==> config.mk <==
export PLATFORM = sky130hd
export DESIGN_NAME = serial_addsub
export DESIGN_NICKNAME = d
export VERILOG_FILES = /design/src/rtl/serial_pkg.sv /design/src/rtl/serial_fa_cell.sv /design/src/rtl/serial_addsub.sv
export SDC_FILE = /design/constraint.sdc
export NUM_CORES = 1
export LEC_CHECK = 0
export ABC_AREA = 1
export BUFFER_PORTS_ARGS = -buffer_cell sky130_fd_sc_hd__buf_2
export CAP_MARGIN = 10
export CELL_PAD_IN_SITES_DETAIL_PLACEMENT = 0
export CELL_PAD_IN_SITES_GLOBAL_PLACEMENT = 1
export CORE_MARGIN = 5
export CORE_UTILIZATION = 30
export CTS_CLUSTER_SIZE = 12
export DETAILED_ROUTE_END_ITERATION = 8
export PLACE_DENSITY = 0.64
export SLEW_MARGIN = 20
export SYNTH_ARGS = -nofsm -noshare
export SYNTH_HDL_FRONTEND = slang
export SYNTH_SLANG_ARGS = --single-unit
==> constraint.sdc <==
create_clock -name cp -period 1.8 [get_ports cp]
set_input_delay 0.09 -clock cp [delete_from_list [all_inputs] [get_ports cp]]
set_output_delay 0.09 -clock cp [all_outputs]
set_load 0.02 [all_outputs]
==> src/rtl/serial_pkg.sv <==
// Shared types and helpers for the bit-serial adder/subtractor.
// Latency: n/a (declarations only).
// Backpressure: n/a.
package serial_pkg;

    localparam int DEFAULT_WIDTH = 8;

    typedef enum logic [1:0] {
        IDLE = 2'd0,
        RUN  = 2'd1,
        DONE = 2'd2
    } state_t;

    // Carry out of a full adder: majority of the three inputs.
    function automatic logic maj3(input logic x, input logic y, input logic c);
        return (x & y) | (x & c) | (y & c);
    endfunction

endpackage

==> src/rtl/serial_fa_cell.sv <==
// One full-adder slice with its carry flip-flop; sum bit is combinational.
// Latency: z is combinational, carry updates on the next falling edge of cp.
// Backpressure: none; load wins over the carry update.
module serial_fa_cell
    import serial_pkg::*;
(
    input  logic cp,
    input  logic rst_n,
    input  logic load,
    input  logic cin_init,
    input  logic a,
    input  logic b,
    output logic z,
    output logic carry
);

    assign z = a ^ b ^ carry;

    // Carry register: seeded on load (0 for add, 1 for the +1 of subtract),
    // otherwise follows the full-adder carry. Outside RUN it free-runs on the
    // drained (zero) operand bits, which is harmless because load reseeds it.
    always_ff @(negedge cp or negedge rst_n) begin
        if (!rst_n) begin
            carry <= 1'b0;
        end else if (load) begin
            carry <= cin_init;
        end else begin
            carry <= maj3(a, b, carry);
        end
    end

endmodule

==> src/rtl/serial_addsub.sv <==
// Bit-serial WIDTH-bit add/subtract, LSB first, one bit per falling edge of cp.
// Latency: WIDTH cycles from the accepting edge to the done pulse.
// Backpressure: start is only honoured in IDLE or DONE; start during RUN is dropped.
module serial_addsub
    import serial_pkg::*;
#(
    parameter int WIDTH = DEFAULT_WIDTH
) (
    input  logic             cp,
    input  logic             rst_n,
    input  logic             start,
    input  logic             sub,
    input  logic [WIDTH-1:0] a,
    input  logic [WIDTH-1:0] b,
    output logic             busy,
    output logic             done,
    output logic [WIDTH-1:0] sum,
    output logic             cout,
    output logic             ovf,
    output logic             z,
    output logic             z_valid
);

    localparam int            CW   = $clog2(WIDTH);
    localparam logic [CW-1:0] LAST = CW'(WIDTH - 1);

    state_t           state;
    state_t           state_nxt;
    logic [WIDTH-1:0] a_sr;
    logic [WIDTH-1:0] b_sr;
    logic [CW-1:0]    cnt;
    logic             accept;
    logic             running;
    logic             last_step;
    logic             fa_z;
    logic             carry;
    logic             carry_out;

    assign accept    = start && ((state == IDLE) || (state == DONE));
    assign running   = (state == RUN);
    assign last_step = running && (cnt == LAST);

    // Carry produced by the step in flight; on the MSB step this is the final carry.
    assign carry_out = maj3(a_sr[0], b_sr[0], carry);

    serial_fa_cell u_fa (
        .cp       (cp),
        .rst_n    (rst_n),
        .load     (accept),
        .cin_init (sub),
        .a        (a_sr[0]),
        .b        (b_sr[0]),
        .z        (fa_z),
        .carry    (carry)
    );

    assign busy    = running;
    assign done    = (state == DONE);
    assign z_valid = running;
    assign z       = running & fa_z;

    // State register.
    always_ff @(negedge cp or negedge rst_n) begin
        if (!rst_n) begin
            state <= IDLE;
        end else begin
            state <= state_nxt;
        end
    end

    // Next-state logic; DONE with start held goes straight back to RUN.
    always_comb begin
        state_nxt = state;
        case (state)
            IDLE:    if (start) state_nxt = RUN;
            RUN:     if (cnt == LAST) state_nxt = DONE;
            DONE:    state_nxt = start ? RUN : IDLE;
            default: state_nxt = IDLE;
        endcase
    end

    // Operand shifters, bit counter and result capture.
    // Subtract is a + ~b + 1: B is loaded inverted and the carry seeded with 1.
    // The carry register during the MSB step is the carry into the MSB, so the
    // signed overflow is that value XOR the final carry.
    always_ff @(negedge cp or negedge rst_n) begin
        if (!rst_n) begin
            a_sr <= '0;
            b_sr <= '0;
            cnt  <= '0;
            sum  <= '0;
            cout <= 1'b0;
            ovf  <= 1'b0;
        end else if (accept) begin
            a_sr <= a;
            b_sr <= sub ? ~b : b;
            cnt  <= '0;
            sum  <= '0;
            cout <= 1'b0;
            ovf  <= 1'b0;
        end else if (running) begin
            a_sr <= {1'b0, a_sr[WIDTH-1:1]};
            b_sr <= {1'b0, b_sr[WIDTH-1:1]};
            sum  <= {fa_z, sum[WIDTH-1:1]};
            cnt  <= cnt + CW'(1);
            if (last_step) begin
                cout <= carry_out;
                ovf  <= carry ^ carry_out;
            end
        end
    end

endmodule

### Word-level counts from Yosys, hierarchy flattened

Index checks and enable logic that the tools add are counted.

* flip-flop bits (word level): 32
* input bits: 20
* output and inout port bits: 14
* word-level logic and storage cells: 52

* add/sub/neg operators: 1
* equal/unequal tests: 5
* muxes and demuxes: 20
* bitwise logic cells: 10
* reduce and logical (&&, ||, !) cells: 8

Operators with widths (count)
* 8-bit two-way mux: 7
* 1-bit two-way mux: 8
* 8-bit NOT: 1
* 3-bit two-way mux: 2
* 2-bit case mux with 3 select lines: 1
* 1-bit bitwise AND: 4
* 2-bit two-way mux: 2
* 2-bit AND reduction: 2
* 2-bit nonzero test: 2
* 3-bit by 1-bit adder with 3-bit output (second input constant): 1
* 3-bit equality test (second input constant): 1
* 1-bit bitwise XOR: 3
* 2-bit by 1-bit equality test with 1-bit output (second input constant): 1
* 2-bit equality test (second input constant): 1
* 1-bit logical AND: 2
* 2-bit zero test: 1
* 2-bit by 1-bit != test with 1-bit output (second input constant): 1
* 2-bit != test (second input constant): 1
* 1-bit bitwise OR: 2
* 1-bit logical OR: 1

### Longest topological paths before layout

* depth in word-level cells: 7
* mapped depth: 7
* mapped depth without buffers: 6

### By module

A second synthesis with hierarchy kept.

* cells, all modules: 201
* area, all modules: 1576.5 um^2

By module, submodules not included
* serial_addsub: instances 1, cells each 195, area an instance 1516.5 um^2, seq. area each 775.7 um^2
* serial_fa_cell: instances 1, cells each 6, area an instance 60.1 um^2, seq. area each 25.0 um^2

==> parameters.txt <==
Parameter                              Value

Outcome
  Outcome ... complete, but fails checks
  Failing checks ... negative setup slack

Pwr
  IR drop worst, VDD ... between 800 and 900 uV
  Static power due to leakage ... ~0.0012 uW
  Power per Cell Area ... 1791 nW/um^2

Run
  Number of max-cap violations ... 0

Clocking
  Post-CTS clock slew at the launch and capture registers of the worst setup and hold paths ... 0.05 ns
  Clock sink count ... 32
  CTS root buffer ... sky130_fd_sc_hd__clkbuf_8
  Max clock buf depth ... 2
  H-tree levels ... 2
  Clock tree from TritonCTS ... done
  Insertion delay to the later sink of the worst-skew pair ... about 0.29 ns
  Inserted Clock Buffers ... 5

Timing
  Least setup slack across all paths after layout ... -0.6490 ns
  Count of final setup violators ... 14
  Worst relative slew slack ... 82.62%
  Worst setup skew after layout ... about 0.0038 ns
  Hold Vio Cnt, Final ... 0
  Slew Limit Fails ... 0
  RSZ-0062 raised after global routing ... yes
  Pin slew with the least headroom to its limit ... 0.2603 ns

Route
  DR vias/cell ... 4.316
  Routed length per instance ... 11.34 microns
  Antenna Violating Nets Remaining ... 0
  Number of vias after detailed routing ... 1407
  Post-route DRC ... 0
  TritonRoute pass-1 iters ... 4
  Final wirelength ... 3696 microns
  Iteration-0 DRC count of the detailed router ... 54

Floorplanning
  Core Box Area ... a little over 5000 sq um
  Io pins ... 34
  DIE HEIGHT ... 81.48 microns
  Die boundary width ... 81.48 microns
  Core Rows ... 26
  Initial standard-cell utilization of the core ... 30.40%
  Total Die Area ... 6638 sq um

Layout
  Antenna Diode Count ... 0
  Fraction of final layout cells sized beyond drive strength 1 ... 30.47%
  Area Overhead vs Synth ... 41.39%
  Post-route cell area ... about 2200 sq um
  Fill cell count ... 535
  Final Util ... between 40% and 50%
  Final net count ... between 200 and 300

GRT
  Initial antenna violation count ... 0
  Total gr overflow ... 0
  Pin count of the biggest net entering global routing ... 33
  First-pass GRT wire length ... 6154 microns
  Via count of the first global-routing pass ... around 1400
  Total routing usage reported by global routing ... 12.47%

Critical path
  Crit path launch type ... register
  CP Max Fanout ... 2
  Required time of the critical path ... 1.71 ns
  Type of the worst setup path ... register to output port
  Slowest stage delay, CP ... 0.56 ns
  Signal arrival time at the worst endpoint ... approximately 2.4 ns
  Sequence of cells on the critical path ... fa_1, inv_2, nor2_4, buf_6
  CP Capture Type ... output port
  Setup crit start ... a_sr[0]
  Critical-path top delay cell ... sky130_fd_sc_hd__fa_1
  R2R Path Start ... state[0]

Yosys
  Cell variety after synth ... 18
  Netlist area before placement ... approximately 1500 sq um
  Post-synthesis area per instance ... 7.860 sq um
  Fraction of the yosys area taken by sequential cells ... 52.24%
  Synth Instances ... a little under 200
  Mapped Nets ... 218
  Warning count from the yosys run ... 0
  Yosys reg bits ... 32

Placed design
  Port bufs ... 33
  Routability cong. ... 0.7157
  Placed standard-cell area ... 1881 sq um
  Hpwl dp ... 2394 microns

Hold path
  Min-delay src ... a_sr[7]
  Type of the most critical hold path ... register to register
==> synthesized netlist by cell type, drive strengths merged <==
cell type / n / area (sq um)
fa: 1 / 20.02
clkbuf: 2 / 7.510
nand3: 20 / 100.1
a21oi: 1 / 5.000
o21ai: 9 / 45.04
dfrtn: 32 / 800.8
inv: 27 / 101.3
xnor2: 1 / 8.760
buf: 7 / 40.03
nand2: 79 / 299.0
o22ai: 7 / 43.79
xor2: 1 / 8.760
ha: 2 / 25.02
nor2: 6 / 27.52
==> power breakdown <==
part | switching [uW] | internal, uW | leakage [uW]
clock network | 286 | 269 | 0.0000479
registers | 196 | 1070 | 0.000405
logic | 1080 | 981 | 0.000730
total | 1560 | 2320 | 0.00118
==> through the flow <==
stage	TNS (ns)	setup slack, ns	total power, uW	std cells	hold WS [ns]
2_1_floorplan	-0.3650	-0.2586	2419	195	0.4028
3_3_place_gp	-0.3602	-0.3523	2937	303	0.4167
3_5_place_dp	-0.4033	-0.3749	2958	303	0.4195
4_1_cts	-1.868	-0.6576	3792	317	0.4211
5_1_grt	-2.381	-0.7109	4238	326	0.4480
6_report	-1.797	-0.6490	3882	326	0.4167
==> sequential cells by signal (all words and copies together), names as in the netlist <==
register	cells
a_sr	8
b_sr	8
sum	8
cnt	3
state	2
cout	1
ovf	1
u_fa.carry	1
==> worst paths after layout <==
check / slack (ns) / endpoint / cells past startpoint
worst max-delay path: -0.65 / z / 4
worst min-delay path: 0.42 / a_sr[7] / 2
worst max register to register: 0.35 / b_sr[4] / 8
worst min register to register: 0.42 / a_sr[7] / 2
max in group asynchronous: 1.06 / a_sr[3] / 2
min in group asynchronous: 0.52 / sum[1] / 2
==> metal layers <==
layer  vias up  wire length (microns)  global-route usage (%)
met5         -                      0                       0
met4         0                     61                   6.081
met3         6                    169                   3.399
met2        33                   1785                   21.50
met1       648                   1679                   14.15
li1        720                      -                       -
==> placed cells by master, fill, tap and decap left out <==
| master | count |
|---|---|
| sky130_fd_sc_hd__nand2_1 | 78 |
| sky130_fd_sc_hd__dfrtn_1 | 32 |
| sky130_fd_sc_hd__buf_4 | 28 |
| sky130_fd_sc_hd__inv_1 | 24 |
| sky130_fd_sc_hd__nand3_1 | 20 |
| sky130_fd_sc_hd__buf_2 | 19 |
| sky130_fd_sc_hd__buf_6 | 13 |
| sky130_fd_sc_hd__o21ai_0 | 9 |
| sky130_fd_sc_hd__o22ai_1 | 7 |
| sky130_fd_sc_hd__clkbuf_8 | 5 |
| sky130_fd_sc_hd__inv_2 | 3 |
| sky130_fd_sc_hd__nor2_4 | 2 |
| sky130_fd_sc_hd__nor2_2 | 2 |
| sky130_fd_sc_hd__nor2_1 | 2 |
| sky130_fd_sc_hd__ha_1 | 2 |
| sky130_fd_sc_hd__clkinv_2 | 2 |
| sky130_fd_sc_hd__buf_12 | 2 |
| sky130_fd_sc_hd__nand2_2 | 1 |
| sky130_fd_sc_hd__a21oi_1 | 1 |
| sky130_fd_sc_hd__xor2_1 | 1 |
| sky130_fd_sc_hd__xnor2_1 | 1 |
| sky130_fd_sc_hd__fa_1 | 1 |
| sky130_fd_sc_hd__clkinv_4 | 1 |
==> layout make-up <==
type	instances	area [sq um]	area share [%]
clock buffers	5	68.82	3.176
clock inverters	3	18.77	0.8661
inverters	27	101.3	4.677
multi-input cells	127	598.1	27.60
flip-flops and latches	32	800.8	36.95
well taps	70	87.58	4.042
repair buffers	62	491.7	22.69
==> critical path, delay by kind of cell, from the launching register on <==
family | cells | cell delay [ns]
adders and majority gates | 1 | 0.56
DFF | 1 | 0.36
buffers and inverters | 2 | 0.17
and+or+nand+nor | 1 | 0.08
==> repair_timing <==
item | CTS | global route
endpoints found under the hold margin | 0 | 0
setup endpoints to repair | 14 | 14
buffers inserted | 6 | 9
pin swaps | 1 | 0
resized for setup | 27 | 1
hold buffers | 0 | 0
==> cell families after synthesis <==
logic type	share of synthesized area [%]
adder cells (fa/ha/maj)	2.939
AO/OA/AOI/OAI	6.122
XOR/XNOR	1.143
AND/OR/NAND/NOR	27.84
flip-flops	52.25
buffers and inverters	9.713
No activity file was read; power rests on OpenSTA's default activity.
